## config.mk

```make
export PLATFORM = sky130hd
export DESIGN_NAME = branch_resolve_unit
export DESIGN_NICKNAME = d
export VERILOG_FILES = /design/src/rtl/branch_resolve_unit.sv
export SDC_FILE = /design/constraint.sdc
export NUM_CORES = 1
export LEC_CHECK = 0
export CAP_MARGIN = 20
export CORE_UTILIZATION = 50
export CTS_CLUSTER_SIZE = 28
export DETAILED_ROUTE_END_ITERATION = 12
export MAX_ROUTING_LAYER = met4
export PLACE_DENSITY_LB_ADDON = 0.12
export REMOVE_ABC_BUFFERS = 1
export SLEW_MARGIN = 20
export SYNTH_ARGS = -nofsm -noshare
export SYNTH_HDL_FRONTEND = slang
export SYNTH_SLANG_ARGS = --single-unit
```

## constraint.sdc

```tcl
create_clock -name clk -period 2.51 [get_ports clk]
set_input_delay 0.502 -clock clk [delete_from_list [all_inputs] [get_ports clk]]
set_output_delay 0.502 -clock clk [all_outputs]
set_load 0.05 [all_outputs]
```

## src/rtl/branch_resolve_unit.sv

```systemverilog
// Execute-stage branch/JALR resolver: checks the outcome against the front-end
// prediction, issues a registered redirect, then a fixed-length flush; counts taken/mispredicts.
module branch_resolve_unit #(
   parameter int unsigned XLEN         = 32,
   parameter int unsigned FLUSH_CYCLES = 2,
   parameter int unsigned CNT_W        = 16
) (
   input  logic             clk,
   input  logic             rst_n,
   input  logic             valid_i,
   input  logic             stall_i,
   input  logic [2:0]       br_type_i,
   input  logic             pred_taken_i,
   input  logic [XLEN-1:0]  pc_i,
   input  logic [XLEN-1:0]  imm_i,
   input  logic [XLEN-1:0]  rs1_val_i,
   input  logic [XLEN-1:0]  rs2_val_i,
   input  logic [1:0]       fwd_a_sel_i,
   input  logic [1:0]       fwd_b_sel_i,
   input  logic [XLEN-1:0]  mem_fwd_i,
   input  logic [XLEN-1:0]  wb_fwd_i,
   output logic             redirect_o,
   output logic [XLEN-1:0]  redirect_pc_o,
   output logic             flush_o,
   output logic             busy_o,
   output logic [CNT_W-1:0] taken_cnt_o,
   output logic [CNT_W-1:0] mispred_cnt_o
);

   localparam int unsigned FC_W = 4;

   localparam logic [2:0] BR_NONE = 3'd0;
   localparam logic [2:0] BR_BEQ  = 3'd1;
   localparam logic [2:0] BR_BNE  = 3'd2;
   localparam logic [2:0] BR_BLT  = 3'd3;
   localparam logic [2:0] BR_BGE  = 3'd4;
   localparam logic [2:0] BR_BLTU = 3'd5;
   localparam logic [2:0] BR_BGEU = 3'd6;
   localparam logic [2:0] BR_JALR = 3'd7;

   typedef enum logic [1:0] {S_IDLE, S_REDIRECT, S_FLUSH} state_t;

   state_t            r_state;
   logic [FC_W-1:0]   r_flush_cnt;
   logic              r_redirect;
   logic              r_flush;
   logic              r_busy;
   logic [XLEN-1:0]   r_redirect_pc;
   logic [CNT_W-1:0]  r_taken_cnt;
   logic [CNT_W-1:0]  r_mispred_cnt;

   logic [XLEN-1:0]   w_a;
   logic [XLEN-1:0]   w_b;
   logic              w_taken;
   logic [XLEN-1:0]   w_br_tgt;
   logic [XLEN-1:0]   w_jalr_tgt;
   logic [XLEN-1:0]   w_fall;
   logic [XLEN-1:0]   w_target;
   logic              w_resolve;
   logic              w_mispred;

   // Operand forwarding; the reserved select falls back to the decode value
   always_comb begin
      w_a = rs1_val_i;
      w_b = rs2_val_i;
      case (fwd_a_sel_i)
         2'd1:    w_a = mem_fwd_i;
         2'd2:    w_a = wb_fwd_i;
         default: w_a = rs1_val_i;
      endcase
      case (fwd_b_sel_i)
         2'd1:    w_b = mem_fwd_i;
         2'd2:    w_b = wb_fwd_i;
         default: w_b = rs2_val_i;
      endcase
   end

   always_comb begin
      w_taken = 1'b0;
      case (br_type_i)
         BR_BEQ:  w_taken = (w_a == w_b);
         BR_BNE:  w_taken = (w_a != w_b);
         BR_BLT:  w_taken = ($signed(w_a) <  $signed(w_b));
         BR_BGE:  w_taken = ($signed(w_a) >= $signed(w_b));
         BR_BLTU: w_taken = (w_a <  w_b);
         BR_BGEU: w_taken = (w_a >= w_b);
         BR_JALR: w_taken = 1'b1;
         default: w_taken = 1'b0;
      endcase
   end

   assign w_br_tgt   = pc_i + imm_i;
   assign w_jalr_tgt = (w_a + imm_i) & ~XLEN'(1);
   assign w_fall     = pc_i + XLEN'(4);
   assign w_target   = !w_taken                ? w_fall     :
                       (br_type_i == BR_JALR)  ? w_jalr_tgt : w_br_tgt;

   assign w_resolve = valid_i && !stall_i && (br_type_i != BR_NONE) && (r_state == S_IDLE);
   assign w_mispred = w_resolve && (w_taken != pred_taken_i);

   // Redirect/flush sequencer; stall does not pause an in-flight flush
   always_ff @(posedge clk or negedge rst_n) begin
      if (!rst_n) begin
         r_state       <= S_IDLE;
         r_flush_cnt   <= '0;
         r_redirect    <= 1'b0;
         r_flush       <= 1'b0;
         r_busy        <= 1'b0;
         r_redirect_pc <= '0;
      end else begin
         case (r_state)
            S_IDLE: begin
               if (w_mispred) begin
                  r_state       <= S_REDIRECT;
                  r_redirect    <= 1'b1;
                  r_flush       <= 1'b1;
                  r_busy        <= 1'b1;
                  r_redirect_pc <= w_target;
               end
            end
            S_REDIRECT: begin
               r_state     <= S_FLUSH;
               r_redirect  <= 1'b0;
               r_flush_cnt <= FC_W'(FLUSH_CYCLES);
            end
            S_FLUSH: begin
               if (r_flush_cnt == FC_W'(1)) begin
                  r_state <= S_IDLE;
                  r_flush <= 1'b0;
                  r_busy  <= 1'b0;
               end else begin
                  r_flush_cnt <= r_flush_cnt - FC_W'(1);
               end
            end
            default: begin
               r_state    <= S_IDLE;
               r_redirect <= 1'b0;
               r_flush    <= 1'b0;
               r_busy     <= 1'b0;
            end
         endcase
      end
   end

   // Saturating performance counters
   always_ff @(posedge clk or negedge rst_n) begin
      if (!rst_n) begin
         r_taken_cnt   <= '0;
         r_mispred_cnt <= '0;
      end else begin
         if (w_resolve && w_taken && (r_taken_cnt != '1))
            r_taken_cnt <= r_taken_cnt + CNT_W'(1);
         if (w_mispred && (r_mispred_cnt != '1))
            r_mispred_cnt <= r_mispred_cnt + CNT_W'(1);
      end
   end

   assign redirect_o    = r_redirect;
   assign redirect_pc_o = r_redirect_pc;
   assign flush_o       = r_flush;
   assign busy_o        = r_busy;
   assign taken_cnt_o   = r_taken_cnt;
   assign mispred_cnt_o = r_mispred_cnt;

endmodule
```

==> metrics.csv, run 1 <==
metric,value,unit
seq_area_frac_synth,19.1,%
root_buffer,clkbuf_16,
cts_buffers,9,
clock_path_buffers,2,
grt-ovfl-total,313,
fp-row-count,49,
synth_top_area_cell,dfrtp_1,
synth_ff_type,dfrtp_1,
stop_stage,global routing (5_1_grt),
syn_area,9440,um2
status,did not finish,
clkSinkCount,72,
ys_seq_elements,72,
dp_cells,2003,
ys_types,72,
start_util,51.8,%
hold_buffers,0,
yosysTopAreaCellShare,19.1,%
grt_start_max_net_pins,44,
die-width,139,um
netlist_top_cells_area,"dfrtp_1 19%, ha_1 14%, o21ai_0 5.9%, a21oi_1 5.6%, xnor2_1 5.3%",
die_h,139,um
synthArstFlopShare,100,%
synth_edf_count,0,
grt.total_usage,84.7,%
syn_avg_cell_area,7.54,um2
place_congestion,0.963,
error,[ERROR GRT-0232] Routing congestion too high. Check the congestion heatmap in the GUI.,
yosysWarningCount,0,
ios,271,
syn_inst,1252,
worst-ep-kind,register input,
place_hpwl,28.0,mm
htreeDepth,3,
portBuffers,270,
grt-worst-endpoint,redirect_pc_o[27]$_DFFE_PN0P_/D,
-- cell families after synthesis --
logic type / Yosys count / synth area share (%)
AO/OA/AOI/OAI: 430 / 28.7
XOR/XNOR: 105 / 9.74
adder cells (fa/ha/maj): 104 / 13.9
buffers and inverters: 101 / 4.45
flip-flops: 72 / 19.1
multiplexers: 16 / 1.86
AND/OR/NAND/NOR: 424 / 22.2
-- layer usage --
| metal | track usage, % | overflow |
|---|---|---|
| met4 | 92.5 | 103 |
| met1 | 80.8 | 3 |
| met3 | 63.2 | 2 |
| met2 | 102 | 205 |
| met5 | - | - |
-- metrics by stage --
stage | TNS (ns) | instance area, um2 | hold WS (ns) | setup slack, ns
floorplan | -195.79 | 9150 | 0.206 | -3.27
global placement | -143.85 | 14700 | 0.460 | -2.29
detailed placement | -152.83 | 14700 | 0.470 | -2.43
CTS | -88.64 | 16500 | 0.194 | -1.42
-- Yosys cell counts, types with 4 or more instances --
cell type,number
nor3b_1,4
o21ai_0,112
a21oi_1,106
o211ai_1,21
mux2i_1,6
nand3_1,49
and2_1,11
nor3_1,18
nand4_1,21
clkbuf_1,48
inv_1,33
xor2_1,48
a211oi_1,22
dfrtp_1,72
nor2_1,108
ha_1,102
nand2_1,132
o21ai_1,5
and3_1,18
and4_1,11
xnor2_1,57
nand2b_1,12
buf_4,4
a31oi_1,13
buf_2,8
a21o_1,22
nor2b_1,9
o21a_1,8
a22oi_1,66
o21bai_1,12
mux2_2,8
nor4_1,8
a221oi_1,4
buf_1,4
o31ai_1,6
o41ai_1,5
or3_1,4
-- repair_timing --
action | 4_1_cts
cloned | 6
pin swaps | 96
hold endpoints to repair | 0
buffers inserted | 81
gates resized for setup | 216
setup endpoints to repair | 67
==> inputs of run 2 (changes only) <==
--- a/config.mk
+++ b/config.mk
@@ -6,11 +6,9 @@
 export NUM_CORES = 1
 export LEC_CHECK = 0
 export CAP_MARGIN = 20
-export CORE_UTILIZATION = 50
-export CTS_CLUSTER_SIZE = 28
+export CORE_UTILIZATION = 40
 export DETAILED_ROUTE_END_ITERATION = 12
-export MAX_ROUTING_LAYER = met4
-export PLACE_DENSITY_LB_ADDON = 0.12
+export PLACE_DENSITY_LB_ADDON = 0.15
 export REMOVE_ABC_BUFFERS = 1
 export SLEW_MARGIN = 20
 export SYNTH_ARGS = -nofsm -noshare
==> metrics.csv, run 2 <==
metric,value,unit
status,finished with violations,
failed_checks,setup timing,
die_h,156,um
period_share,159,%
fin_nets,2186,
drt_iter0_markers,690,
slew_headroom,50.4,%
grt_pass1_wl,58.0,mm
dr_total_vias,12000,
die-width,156,um
period_needed,3.98,ns
yosysMostFrequentCell,nand2_1,
cts_buffers,9,
stdcell_area,17000,um2
syn_avg_cell_area,7.54,um2
start_util,41.2,%
grt-ovfl-total,0,
syn_inst,1252,
hold_buffers,0,
worstSetupPathType,primary input to flip-flop,
clk_pin_slew,0.06,ns
grt.total_usage,29.8,%
drt-total-wl,37.0,mm
ys_types,72,
synth_ff_type,dfrtp_1,
synthSimpleGateAreaFrac,22.2,%
grt_antenna_before_repair,1,
synth_fa_ha_area_share,13.9,%
synth-compound-area-share,28.7,%
syn_area,9440,um2
netlist_top_cells_area,"dfrtp_1 19%, ha_1 14%, o21ai_0 5.9%, a21oi_1 5.6%, xnor2_1 5.3%",
clkLatencyLatePin,0.33,ns
cp_cell_sequence,"buf_6, buf_6, ha_4, buf_12, a22oi_2, o21ai_2, ha_1, nand4_1, nor4_2, buf_4, nand4_1, nor3b_2, a31oi_2, mux2i_2, buf_4, o311a_4, nor2_4, buf_8, nor4_4, xnor2_1",
cts_tree,built,
ys_seq_elements,72,
hold_path.class,primary input to asynchronous set/reset pin,
rrSetupSlack,-0.25,ns
place_hpwl,28.1,mm
cp-end-kind,flip-flop,
clock_skew,0.00739,ns
synth_top_family_by_area,compound AO/OA/AOI/OAI gates,
setup_ws,-1.47,ns
largest_reg_flops,32,
via_per_inst,5.44,
ios,271,
crit_fanout,8,
synth_top_area_cell,dfrtp_1,
seq_area_frac_synth,19.1,%
post_dp_cell_area,14900,um2
tightest_slew,0.744,ns
drc,0,
synth_xor_area_share,9.74,%
grt_start_max_net_pins,73,
drv_slew,0,
synthMuxAreaShare,1.86,%
layout_commonest_cell,buf_4,
reg2reg_from,mispred_cnt_o[3]$_DFFE_PN0P_,
instances_no_fill,2197,
cp_num_buf_inv,6,
multi_input_area,7980,um2
drive_gt1_share,30.7,%
leakage,7.60,nW
rr_worst_depth,12,
mostFrequentLayoutCells,"360 x buf_4, 265 x clkdlybuf4s50_1, 117 x nand2_1",
postRouteAntennaNets,0,
yosysTopAreaCellShare,19.1,%
seq_area,1800,um2
wire_per_inst,16.8,um
die-area,24200,um2
clkSinkCount,72,
synth_edf_count,0,
grt_pass1_vias,11700,
area_growth,79.7,%
cp.required,2.74,ns
clock_path_buffers,2,
core,22900,um2
firstDrtPassIters,5,
finalHoldViolCount,0,
ys_top_cells_by_count,"132 x nand2_1, 112 x o21ai_0, 108 x nor2_1",
reg2reg_to,mispred_cnt_o[2]$_DFFE_PN0P_,
cp_top_family,simple AND/OR/NAND/NOR gates,
slowest_delay,0.40,ns
cp.arrival,4.22,ns
ir_drop,623,uV
root_buffer,clkbuf_16,
fp-row-count,55,
cpMaxStageDelayCell,o311a_4,
place_congestion,0.953,
portBuffers,270,
crit_path_start_kind,primary input,
rsz0062_at_grt,true,
yosysWarningCount,0,
nFillCells,1732,
setup_viol,67,
htreeDepth,3,
synthArstFlopShare,100,%
dp_cells,2103,
max_freq,0.251,GHz
drv_cap,0,
powerDensity,589,nW/um2
## run 2: repair_timing
item                       in CTS  in global routing
pin swaps                      74                 48
resized for setup             189                 75
hold endpoints to repair        0                  0
setup buffers                  53                 15
setup endpoints to repair      67                 67
cloned                         10                  4
## run 2: cell families after synthesis
kind of cell	Yosys count
buf+inv	101
simple gates	424
compound gates	430
xor+xnor	105
fa+ha+maj	104
flops	72
mux	16
## run 2: how the worst max path moves through the flow
stage	depth (start not counted)	end	slack (ns)	from
finish	20	mispred_cnt_o[11]$_DFFE_PN0P_	-1.47	fwd_a_sel_i[0]
global route	20	mispred_cnt_o[11]$_DFFE_PN0P_	-1.62	fwd_a_sel_i[0]
floorplan	13	taken_cnt_o[1]$_DFFE_PN0P_	-3.27	fwd_a_sel_i[0]
detailed placement	19	mispred_cnt_o[11]$_DFFE_PN0P_	-2.38	fwd_a_sel_i[0]
global placement	18	mispred_cnt_o[7]$_DFFE_PN0P_	-2.19	fwd_a_sel_i[0]
CTS	22	mispred_cnt_o[8]$_DFFE_PN0P_	-1.36	fwd_a_sel_i[0]
## run 2: area by class of cell
class,instances,share of cell area [%]
Multi-Input combinational cell,1080,47.0
Sequential cell,72,10.6
Inverter,34,0.819
Clock inverter,6,0.679
Timing Repair Buffer,681,37.1
Antenna cell,1,0.0148
Tap cell,313,2.31
Clock buffer,10,1.41
## run 2: worst reg2reg max path: stages, from the launching register on
cell and delay [ns]:
dfrtp_1 0.44, and4_1 0.30, and3_1 0.20, nand2_1 0.17
nor2_1 0.23, nand2_1 0.15, nor3_1 0.20, buf_4 0.18
nand3_1 0.15, buf_4 0.21, nand2_1 0.18, nor2_4 0.07
xor2_1 0.15
## run 2: per-layer routing
| metal | track usage, % | share of wire [%] | routed length (um) |
|---|---|---|---|
| met1 | 37.9 | 43 | 16000 |
| met2 | 53.2 | 49 | 18200 |
| met5 | 0 | 0 | 0 |
| met3 | 2.56 | 5.2 | 1930 |
| met4 | 9.24 | 2.5 | 911 |
## run 2: stage by stage
stage | setup TNS (ns) | hold slack [ns] | util [%] | setup slack, ns | power, W
2_1_floorplan | -195.79 | 0.206 | - | -3.27 | 0.00504
3_3_place_gp | -141.16 | 0.460 | 65.2 | -2.19 | 0.00754
3_5_place_dp | -148.44 | 0.464 | 65.2 | -2.38 | 0.00766
4_1_cts | -84.56 | 0.198 | 71.9 | -1.36 | 0.00972
5_1_grt | -101.65 | 0.209 | 74.0 | -1.62 | 0.0106
6_report | -90.48 | 0.181 | 74.0 | -1.47 | 0.0100
## run 2: report_power, final
part / leakage [nW] / switching, W / internal (W)
Clock: 0.169 / 0.000491 / 0.00100
Combinational: 6.53 / 0.00362 / 0.00303
Sequential: 0.909 / 0.000314 / 0.00154
Note: power is estimated with default switching activity, not from simulation.
